**src/rtl/uart_reg_pkg.sv**
```systemverilog
// Shared encodings and helpers for the UART register-file slave.
// Holds the receive/command state types, default bit period and odd-parity helper.
package uart_reg_pkg;

  localparam int DEFAULT_BIT_CYC = 434;

  typedef enum logic [2:0] {
    RX_IDLE,
    RX_START,
    RX_DATA,
    RX_PARITY,
    RX_STOP
  } rx_state_t;

  typedef enum logic [2:0] {
    WAIT_CMD,
    WAIT_WDATA,
    READ_GAP,
    TX_START,
    TX_DATA,
    TX_PARITY,
    TX_STOP
  } cmd_state_t;

  function automatic logic odd_par(input logic [7:0] data);
    return ~^data;
  endfunction

endpackage

```
**src/rtl/uart_rx_byte.sv**
```systemverilog
// Oversampling UART byte receiver: 2-flop synchronizer, start-bit glitch filter,
// 8N-odd-parity deserializer with a one-cycle byte_vld strobe after the stop sample.
module uart_rx_byte
  import uart_reg_pkg::*;
#(
  parameter int BIT_CYC = DEFAULT_BIT_CYC
) (
  input  logic       clk,
  input  logic       rst_n,
  input  logic       rx,
  output logic       byte_vld,
  output logic [7:0] rx_byte,
  output logic       par_ok,
  output logic       stop_ok,
  output logic       rx_busy
);

  localparam int CNT_W = $clog2(BIT_CYC);
  localparam logic [CNT_W-1:0] MID  = CNT_W'(BIT_CYC / 2 - 1);
  localparam logic [CNT_W-1:0] LAST = CNT_W'(BIT_CYC - 1);

  rx_state_t        state, state_nxt;
  logic [CNT_W-1:0] clk_cnt, clk_cnt_nxt;
  logic [2:0]       bit_cnt, bit_cnt_nxt;
  logic [7:0]       shreg, shreg_nxt;
  logic             par_ok_nxt, stop_ok_nxt, byte_vld_nxt;
  logic             rx_meta, rx_s, rx_d;

  // Synchronizer plus one extra delayed copy for falling-edge detection; idle high.
  always_ff @(posedge clk or negedge rst_n) begin
    if (!rst_n) begin
      rx_meta <= 1'b1;
      rx_s    <= 1'b1;
      rx_d    <= 1'b1;
    end else begin
      rx_meta <= rx;
      rx_s    <= rx_meta;
      rx_d    <= rx_s;
    end
  end

  always_ff @(posedge clk or negedge rst_n) begin
    if (!rst_n) begin
      state    <= RX_IDLE;
      clk_cnt  <= '0;
      bit_cnt  <= '0;
      shreg    <= '0;
      par_ok   <= 1'b0;
      stop_ok  <= 1'b0;
      byte_vld <= 1'b0;
    end else begin
      state    <= state_nxt;
      clk_cnt  <= clk_cnt_nxt;
      bit_cnt  <= bit_cnt_nxt;
      shreg    <= shreg_nxt;
      par_ok   <= par_ok_nxt;
      stop_ok  <= stop_ok_nxt;
      byte_vld <= byte_vld_nxt;
    end
  end

  always_comb begin
    state_nxt    = state;
    clk_cnt_nxt  = clk_cnt;
    bit_cnt_nxt  = bit_cnt;
    shreg_nxt    = shreg;
    par_ok_nxt   = par_ok;
    stop_ok_nxt  = stop_ok;
    byte_vld_nxt = 1'b0;
    case (state)
      RX_IDLE: begin
        if (rx_d && !rx_s) begin
          state_nxt   = RX_START;
          clk_cnt_nxt = '0;
        end
      end
      // After the mid-start sample the counter runs a full bit, so later samples stay mid-bit.
      RX_START: begin
        if (clk_cnt == MID) begin
          clk_cnt_nxt = '0;
          bit_cnt_nxt = '0;
          state_nxt   = rx_s ? RX_IDLE : RX_DATA;
        end else begin
          clk_cnt_nxt = clk_cnt + CNT_W'(1);
        end
      end
      RX_DATA: begin
        if (clk_cnt == LAST) begin
          clk_cnt_nxt = '0;
          shreg_nxt   = {rx_s, shreg[7:1]};
          bit_cnt_nxt = bit_cnt + 3'd1;
          if (bit_cnt == 3'd7) state_nxt = RX_PARITY;
        end else begin
          clk_cnt_nxt = clk_cnt + CNT_W'(1);
        end
      end
      RX_PARITY: begin
        if (clk_cnt == LAST) begin
          clk_cnt_nxt = '0;
          par_ok_nxt  = (rx_s == odd_par(shreg));
          state_nxt   = RX_STOP;
        end else begin
          clk_cnt_nxt = clk_cnt + CNT_W'(1);
        end
      end
      RX_STOP: begin
        if (clk_cnt == LAST) begin
          clk_cnt_nxt  = '0;
          stop_ok_nxt  = rx_s;
          byte_vld_nxt = 1'b1;
          state_nxt    = RX_IDLE;
        end else begin
          clk_cnt_nxt = clk_cnt + CNT_W'(1);
        end
      end
      default: state_nxt = RX_IDLE;
    endcase
  end

  assign rx_byte = shreg;
  assign rx_busy = (state != RX_IDLE);

endmodule

```
**src/rtl/uart_reg_slave.sv**
```systemverilog
// UART register-file slave: decodes {rw, addr} commands, writes the register
// array or serializes an odd-parity read reply back on tx.
module uart_reg_slave
  import uart_reg_pkg::*;
#(
  parameter int ADDR_W        = 7,
  parameter int BIT_CYC       = DEFAULT_BIT_CYC,
  parameter int TURNAROUND    = 16,
  parameter int WDATA_TIMEOUT = 2000
) (
  input  logic              clk,
  input  logic              rst_n,
  input  logic              rx,
  output logic              tx,
  output logic              wr_pulse,
  output logic [ADDR_W-1:0] wr_addr,
  output logic [7:0]        wr_data,
  output logic              err_parity,
  output logic              err_frame,
  output logic              busy,
  input  logic [ADDR_W-1:0] dbg_addr,
  output logic [7:0]        dbg_data
);

  localparam int DEPTH = 1 << ADDR_W;
  localparam int CNT_W = 16;
  localparam logic [CNT_W-1:0] GAP_LAST = CNT_W'(BIT_CYC / 2 - 1 + TURNAROUND - 1);
  localparam logic [CNT_W-1:0] BIT_LAST = CNT_W'(BIT_CYC - 1);
  localparam logic [CNT_W-1:0] TO_LAST  = CNT_W'(WDATA_TIMEOUT - 1);

  logic              byte_vld, par_ok, stop_ok, rx_busy;
  logic [7:0]        rx_byte;

  cmd_state_t        state, state_nxt;
  logic [CNT_W-1:0]  cnt, cnt_nxt;
  logic [2:0]        bit_cnt, bit_cnt_nxt;
  logic [ADDR_W-1:0] addr, addr_nxt;
  logic [7:0]        rdata, rdata_nxt;
  logic              reg_we, err_par_nxt, err_frm_nxt, tx_nxt;
  logic [7:0]        regs [DEPTH];

  uart_rx_byte #(.BIT_CYC(BIT_CYC)) u_rx (
    .clk      (clk),
    .rst_n    (rst_n),
    .rx       (rx),
    .byte_vld (byte_vld),
    .rx_byte  (rx_byte),
    .par_ok   (par_ok),
    .stop_ok  (stop_ok),
    .rx_busy  (rx_busy)
  );

  always_ff @(posedge clk or negedge rst_n) begin
    if (!rst_n) begin
      state      <= WAIT_CMD;
      cnt        <= '0;
      bit_cnt    <= '0;
      addr       <= '0;
      rdata      <= '0;
      tx         <= 1'b1;
      wr_pulse   <= 1'b0;
      wr_addr    <= '0;
      wr_data    <= '0;
      err_parity <= 1'b0;
      err_frame  <= 1'b0;
    end else begin
      state      <= state_nxt;
      cnt        <= cnt_nxt;
      bit_cnt    <= bit_cnt_nxt;
      addr       <= addr_nxt;
      rdata      <= rdata_nxt;
      tx         <= tx_nxt;
      wr_pulse   <= reg_we;
      err_parity <= err_par_nxt;
      err_frame  <= err_frm_nxt;
      if (reg_we) begin
        wr_addr <= addr;
        wr_data <= rx_byte;
      end
    end
  end

  always_ff @(posedge clk or negedge rst_n) begin
    if (!rst_n) begin
      for (int i = 0; i < DEPTH; i++) regs[i] <= '0;
    end else if (reg_we) begin
      regs[addr] <= rx_byte;
    end
  end

  // One shared counter serves the write-data timeout, the read turnaround and the TX bit period.
  always_comb begin
    state_nxt   = state;
    cnt_nxt     = cnt;
    bit_cnt_nxt = bit_cnt;
    addr_nxt    = addr;
    rdata_nxt   = rdata;
    reg_we      = 1'b0;
    err_par_nxt = 1'b0;
    err_frm_nxt = 1'b0;
    tx_nxt      = 1'b1;
    case (state)
      WAIT_CMD: begin
        if (byte_vld) begin
          if (!par_ok || !stop_ok) begin
            err_par_nxt = !par_ok;
            err_frm_nxt = !stop_ok;
          end else begin
            addr_nxt = rx_byte[ADDR_W-1:0];
            cnt_nxt  = '0;
            if (rx_byte[7]) begin
              state_nxt = WAIT_WDATA;
            end else begin
              rdata_nxt = regs[rx_byte[ADDR_W-1:0]];
              state_nxt = READ_GAP;
            end
          end
        end
      end
      // A byte already in flight at the deadline is allowed to finish.
      WAIT_WDATA: begin
        if (byte_vld) begin
          if (par_ok && stop_ok) begin
            reg_we = 1'b1;
          end else begin
            err_par_nxt = !par_ok;
            err_frm_nxt = !stop_ok;
          end
          state_nxt = WAIT_CMD;
        end else if (cnt == TO_LAST) begin
          if (!rx_busy) begin
            err_frm_nxt = 1'b1;
            state_nxt   = WAIT_CMD;
          end
        end else begin
          cnt_nxt = cnt + CNT_W'(1);
        end
      end
      READ_GAP: begin
        if (cnt == GAP_LAST) begin
          cnt_nxt   = '0;
          state_nxt = TX_START;
        end else begin
          cnt_nxt = cnt + CNT_W'(1);
        end
      end
      TX_START: begin
        tx_nxt = 1'b0;
        if (cnt == BIT_LAST) begin
          cnt_nxt     = '0;
          bit_cnt_nxt = '0;
          state_nxt   = TX_DATA;
        end else begin
          cnt_nxt = cnt + CNT_W'(1);
        end
      end
      TX_DATA: begin
        tx_nxt = rdata[bit_cnt];
        if (cnt == BIT_LAST) begin
          cnt_nxt     = '0;
          bit_cnt_nxt = bit_cnt + 3'd1;
          if (bit_cnt == 3'd7) state_nxt = TX_PARITY;
        end else begin
          cnt_nxt = cnt + CNT_W'(1);
        end
      end
      TX_PARITY: begin
        tx_nxt = odd_par(rdata);
        if (cnt == BIT_LAST) begin
          cnt_nxt   = '0;
          state_nxt = TX_STOP;
        end else begin
          cnt_nxt = cnt + CNT_W'(1);
        end
      end
      TX_STOP: begin
        if (cnt == BIT_LAST) begin
          cnt_nxt   = '0;
          state_nxt = WAIT_CMD;
        end else begin
          cnt_nxt = cnt + CNT_W'(1);
        end
      end
      default: state_nxt = WAIT_CMD;
    endcase
  end

  assign busy     = (state != WAIT_CMD);
  assign dbg_data = regs[dbg_addr];

endmodule

```
**config.mk**
```make
export PLATFORM = sky130hd
export DESIGN_NAME = uart_reg_slave
export DESIGN_NICKNAME = d
export VERILOG_FILES = /design/src/rtl/uart_reg_pkg.sv /design/src/rtl/uart_rx_byte.sv /design/src/rtl/uart_reg_slave.sv
export SDC_FILE = /design/constraint.sdc
export NUM_CORES = 2
export LEC_CHECK = 0
export CAP_MARGIN = 30
export CORE_MARGIN = 4
export CORE_UTILIZATION = 30
export DETAILED_ROUTE_END_ITERATION = 8
export DONT_BUFFER_PORTS = 1
export SYNTH_ARGS = -nofsm -noshare
export SYNTH_HDL_FRONTEND = slang
export SYNTH_SLANG_ARGS = --single-unit
```
**constraint.sdc**
```tcl
create_clock -name clk -period 6.71 [get_ports clk]
set_input_delay 1.342 -clock clk [delete_from_list [all_inputs] [get_ports clk]]
set_output_delay 1.342 -clock clk [all_outputs]
set_load 0.01 [all_outputs]
```
# Word-level counts from Yosys, hierarchy flattened
# Index checks and enable logic that the tools add are counted.
# W data, S select, Z words.
classes:
  n_eq_ne: 36
  n_reduce_logical: 30
  addsub: 4
  mux: 66
  order_cmp: 5
  bitwise: 5
op_table:
  columns: ["op", "n"]
  rows:
  - ["$bwmux W1024", 1]
  - ["$bmux W8 S7", 2]
  - ["$mux W16", 6]
  - ["$pmux W16 S4", 1]
  - ["$mux W3", 20]
  - ["$demux W8 S7", 1]
  - ["$mux W8", 5]
  - ["$mux W9", 3]
  - ["$pmux W9 S3", 1]
  - ["$ge A8 B8 Y1 const B", 3]
  - ["$not A7 Y8", 3]
  - ["$pmux W3 S7", 1]
  - ["$eq A3 B3 Y1 const B", 6]
  - ["$ne A2 B2 Y1 const B", 9]
  - ["$add A16 B1 Y16 const B", 1]
  - ["$eq A16 B11 Y1 const B", 1]
  - ["$eq A16 B8 Y1 const B", 1]
  - ["$eq A16 B9 Y1 const B", 1]
  - ["$mux W1", 16]
  - ["$reduce_xnor A8 Y1", 2]
  - ["$pmux W3 S5", 1]
  - ["$ne A2 B1 Y1 const B", 7]
  - ["$eq A3 B2 Y1 const B", 4]
  - ["$pmux W3 S2", 2]
  - ["29 further kinds", 48]
word_totals:
  input_bits: 10
  word_cells: 295
  reg_bits: 1109
  output_inout_bits: 28

# Depth between registers and ports, before layout
logic_depth:
  ltp_word: 6
  ltp_mapped: 12
  mapped_depth_nobuf: 8

# Modules after synthesis
# Synthesis repeated with hierarchy kept, for this count alone.
unflattened:
  cells_unflattened: 3985
  area_unflattened_um2: 59189.3
by_module_without_submodules:
  columns: ["module", "area_each_um2", "seq_area_each_um2", "instances", "cells_each"]
  rows:
  - ["uart_reg_slave", 57664.1, 27027.2, 1, 3856]
  - ["uart_rx_byte", 1525.2, 729.4, 1, 129]

# Worst setup path after synthesis
# Ideal clock, no wire load.
synth_timing:
  kind: "input to output"
  startpoint: "in dbg_addr[0]"
  endpoint: "out dbg_data[0]"
  path_slack_ns: 1.603
  cell_stages: 6
  t_required_ns: 5.368
  t_arrival_ns: 3.765
  cell_sequence: "clkbuf_1 buf_1 mux4_2 mux4_2 mux4_2 mux2_2"
synth_between:
  elab_chain_cells: 4
synth_lines:
  columns: ["item", "line", "rtl"]
  rows:
  - ["start: declaration", "uart_reg_slave.sv:21", "input logic [ADDR_W-1:0] dbg_addr,"]
  - ["$not A7 Y8 (implied by the code)", "uart_reg_slave.sv:189", "assign dbg_data = regs[dbg_addr];"]
  - ["$bmux W8 S7", "uart_reg_slave.sv:189", null]
  - ["$mux W8 (implied by the code) (2 in a row)", "uart_reg_slave.sv:189", null]
  - ["end: declaration", "uart_reg_slave.sv:22", "output logic [7:0] dbg_data"]
# Every way passes these cells. The select of a mux whose other input is x is not followed.

# Worst setup path in the final report
layout_timing:
  startpoint: "in dbg_addr[0]"
  endpoint: "out dbg_data[5]"
# The elaborated chain is that of the path after synthesis.

==> run_results.csv <==
group,metric,value,unit
critical_path,cp_max_fo,256,
power_and_ir_drop,power_density,213,mW/mm^2
timing,slew_viol_final,0,
yosys,netlist_instances,4026,
critical_path,crit_path_start_kind,"primary input",
critical_path,timing.critical_path.mode_cell,"mux4_2",
outcome,status,"finished clean",
place,hpwl,122,mm
critical_path,path_cells,"mux4_2 -> mux4_2 -> mux4_2 -> mux2_2",
grt,grt_usage,18.9,%
clocking,clk_pin_slew,70,ps
power_and_ir_drop,leakagePower,28.6,nW
detailed_routing,ant_nets,0,
yosys,syn-cell-area,0.0595,mm^2
critical_path,endpoint,"dbg_data[5]",
yosys,synth-main-ff-cell,"dfrtp_1",
layout,final_cells,6639,
run,drv_cap,0,
detailed_routing,avgViaCountPerCell,5.72,
yosys,synth.most_common_cell,"dfrtp_1",
clocking,ctsHoldBuffers,0,
clocking,cts_resized,0,
clocking,clock-sinks,1109,
yosys,yosysSeqAreaShare,46.6,%
critical_path,cp.required,5370,ps
die,fp.dieH,453,um
clocking,cts_setup_buffers,0,
clocking,cts_tree,"built",
detailed_routing,drt-pass1-iter-count,7,
yosys,avgSynthCellArea,14.8,um^2
yosys,synthTopCellsByCount,"dfrtp_1, mux2_2, mux4_2, nand2_1, clkbuf_1",
grt,grt_first_pass_wirelength,285,mm
clocking,clock_latency,760,ps
critical_path,crit_type,"primary input to primary output",
timing,setup_viol,0,
yosys,netlist.top_cell.by_area,"dfrtp_1",
yosys,synthMuxAreaShare,43.3,%
detailed_routing,avgRoutedWirePerCell,29.7,um
critical_path,path_depth,4,
critical_path,r2r_start,"state[2]$_DFFE_PN0P_",
timing,finalHoldViolCount,0,
timing,clock_skew,42.1,ps
die,die_area,0.206,mm^2
timing,tns,0,ps
timing,rsz0062_at_grt,"no",
yosys,synth_compound_area_share,2.67,%
layout,multiInputGateArea,0.0303,mm^2
clocking,cts_buffer_depth,3,
critical_path,cpPeakStageDelay,940,ps
place,gp_congestion,0.879,
layout,drive_above_1_share,48.2,%
critical_path,r2r_cells,8,
timing,slew_headroom,4.86,%
critical_path,critical_path_buf_inv_count,0,
die,core,0.197,mm^2
power_and_ir_drop,ir_drop,0.213,mV
die,die_w,453,um
detailed_routing,drt_iter0_markers,3912,
detailed_routing,wl,197,mm
die,io_pins,38,
layout,ff_latch_area,0.0278,mm^2
yosys,ys_warn_count,0,
critical_path,rrSetupSlack,2320,ps
critical_path,critPathTopFamily,"multiplexers",
yosys,yosysTopAreaCellShare,46.5,%
clocking,h-tree-depth,3,
yosys,synth_fa_ha_area_share,0.189,%
critical_path,critPathLaunch,"dbg_addr[0]",
yosys,syn_nets,4045,
yosys,synth.top_cells.by_area,"dfrtp_1, mux4_2, mux2_2",
timing,min_period,5770,ps
place,port_buffers,0,
yosys,synth-seq-cells,1109,
layout,area_delta_synth_final,11.9,%
yosys,synth_top_family_by_area,"multiplexers",
yosys,synth_xor_area_share,0.294,%
critical_path,cp-end-kind,"primary output",
layout,fillers,19100,
yosys,yosysUniqueCellTypes,71,
clocking,clock_tree.root_cell,"clkbuf_16",
grt,overflow,0,
critical_path,crit_arrival,4430,ps
detailed_routing,vias,38000,
die,initial_core_util,30.2,%
grt,antenna_found_initial,6,
yosys,synthArstFlopShare,100,%
clocking,cts_made_buffers,117,
critical_path,cp_slowest_cell,"mux4_2",
timing,final.period_utilization,86.0,%
critical_path,reg2reg_to,"regs[243]$_DFFE_PN0P_",
timing,worstMarginPinSlew,1430,ps
grt,first_global_vias,38300,
layout,final_net_count,3913,
yosys,synthSimpleGateAreaFrac,4.38,%
detailed_routing,drc,0,
place,dp_cells,6409,
yosys,synth_edf_count,0,
worst_hold_path,hold_class,"primary input to asynchronous set/reset pin",
timing,fmax,0.173,GHz
die,rows,163,
grt,grt_max_degree,1110,
==> worst register-to-register path, cell delays in order, from the launching register on <==
cell	delay (ps)
dfrtp_1	560
or2_1	390
nor2_1	160
nand2_1	110
inv_2	420
nand2_1	320
or3_2	890
nor2_2	990
mux2_2	430
==> through the flow <==
| stage | power, W | instance area, um^2 | util, % | hold WS [ps] | setup slack (ps) |
|---|---|---|---|---|---|
| after floorplan | 0.00710 | 59500 | - | 345 | 1600 |
| after global placement | 0.00703 | 62100 | 31.5 | 351 | 1640 |
| after detailed placement | 0.00703 | 62200 | 31.5 | 357 | 1690 |
| after CTS | 0.0141 | 66400 | 33.7 | 291 | 1680 |
| after global routing | 0.0146 | 66600 | 33.8 | 267 | 1120 |
| final | 0.0142 | 66600 | 33.8 | 301 | 940 |
==> cell type report <==
| cell class | instances | share of cell area (%) |
|---|---|---|
| clock inverter | 56 | 1.13 |
| timing repair buffer | 83 | 1.29 |
| clock buffer | 163 | 5.20 |
| antenna | 5 | 0.0188 |
| sequential | 1109 | 41.7 |
| inverter | 15 | 0.0846 |
| tap | 2640 | 4.96 |
| multi-input combinational | 2568 | 45.6 |
==> worst min-delay path by stage <==
stage,startpoint,endpoint
after detailed placement,u_rx.rx_meta$_DFF_PN1_,u_rx.rx_s$_DFF_PN1_
after CTS,rst_n,regs[729]$_DFFE_PN0P_
after global routing,rst_n,regs[706]$_DFFE_PN0P_
final,rst_n,regs[595]$_DFFE_PN0P_
after global placement,u_rx.rx_meta$_DFF_PN1_,u_rx.rx_s$_DFF_PN1_
after floorplan,u_rx.rx_meta$_DFF_PN1_,u_rx.rx_s$_DFF_PN1_
==> report_power, final <==
part	switching (W)	total [W]	internal [W]
clock	0.00288	0.00712	0.00424
sequential	0.0000325	0.00674	0.00670
combinational	0.000180	0.000308	0.000128
==> cells by family after synthesis <==
family          Yosys count
fa+ha+maj                 9
xor+xnor                 20
compound gates          228
simple gates            525
flops                  1109
mux                    1786
buf+inv                 349
==> sequential cells by signal, summed over array words and instances, names as in the netlist, 7 cells and up <==
| register | count |
|---|---|
| wr_addr | 7 |
| regs | 1024 |
| u_rx.rx_byte | 8 |
| u_rx.clk_cnt | 9 |
| cnt | 16 |
| rdata | 8 |
| addr | 7 |
| wr_data | 8 |
==> routing by layer <==
layer / up-vias / part of all wire, % / track usage, %
met5: - / 0 / 0
met2: 1673 / 47 / 29.8
met1: 20500 / 40 / 24.6
li1: 15300 / - / -
met3: 476 / 7.3 / 3.73
met4: 0 / 5.9 / 10.1
==> cells in the final DEF, fill, tap and decap left out, types with 17 or more instances in the layout <==
master,count
bufinv_16,17
mux2_2,1031
mux4_2,526
nor2_2,27
nand2_1,215
a22oi_1,51
mux2_1,30
o211ai_1,20
a21oi_1,43
nor2_1,80
o21ai_0,27
clkbuf_16,119
clkbuf_8,32
nand3_1,53
mux2i_1,199
xnor2_1,18
nor2b_1,17
clkinv_2,26
dfrtp_1,1097
buf_4,65
nor2_4,21
nor3_1,21
(Power assumes the default switching activity.)
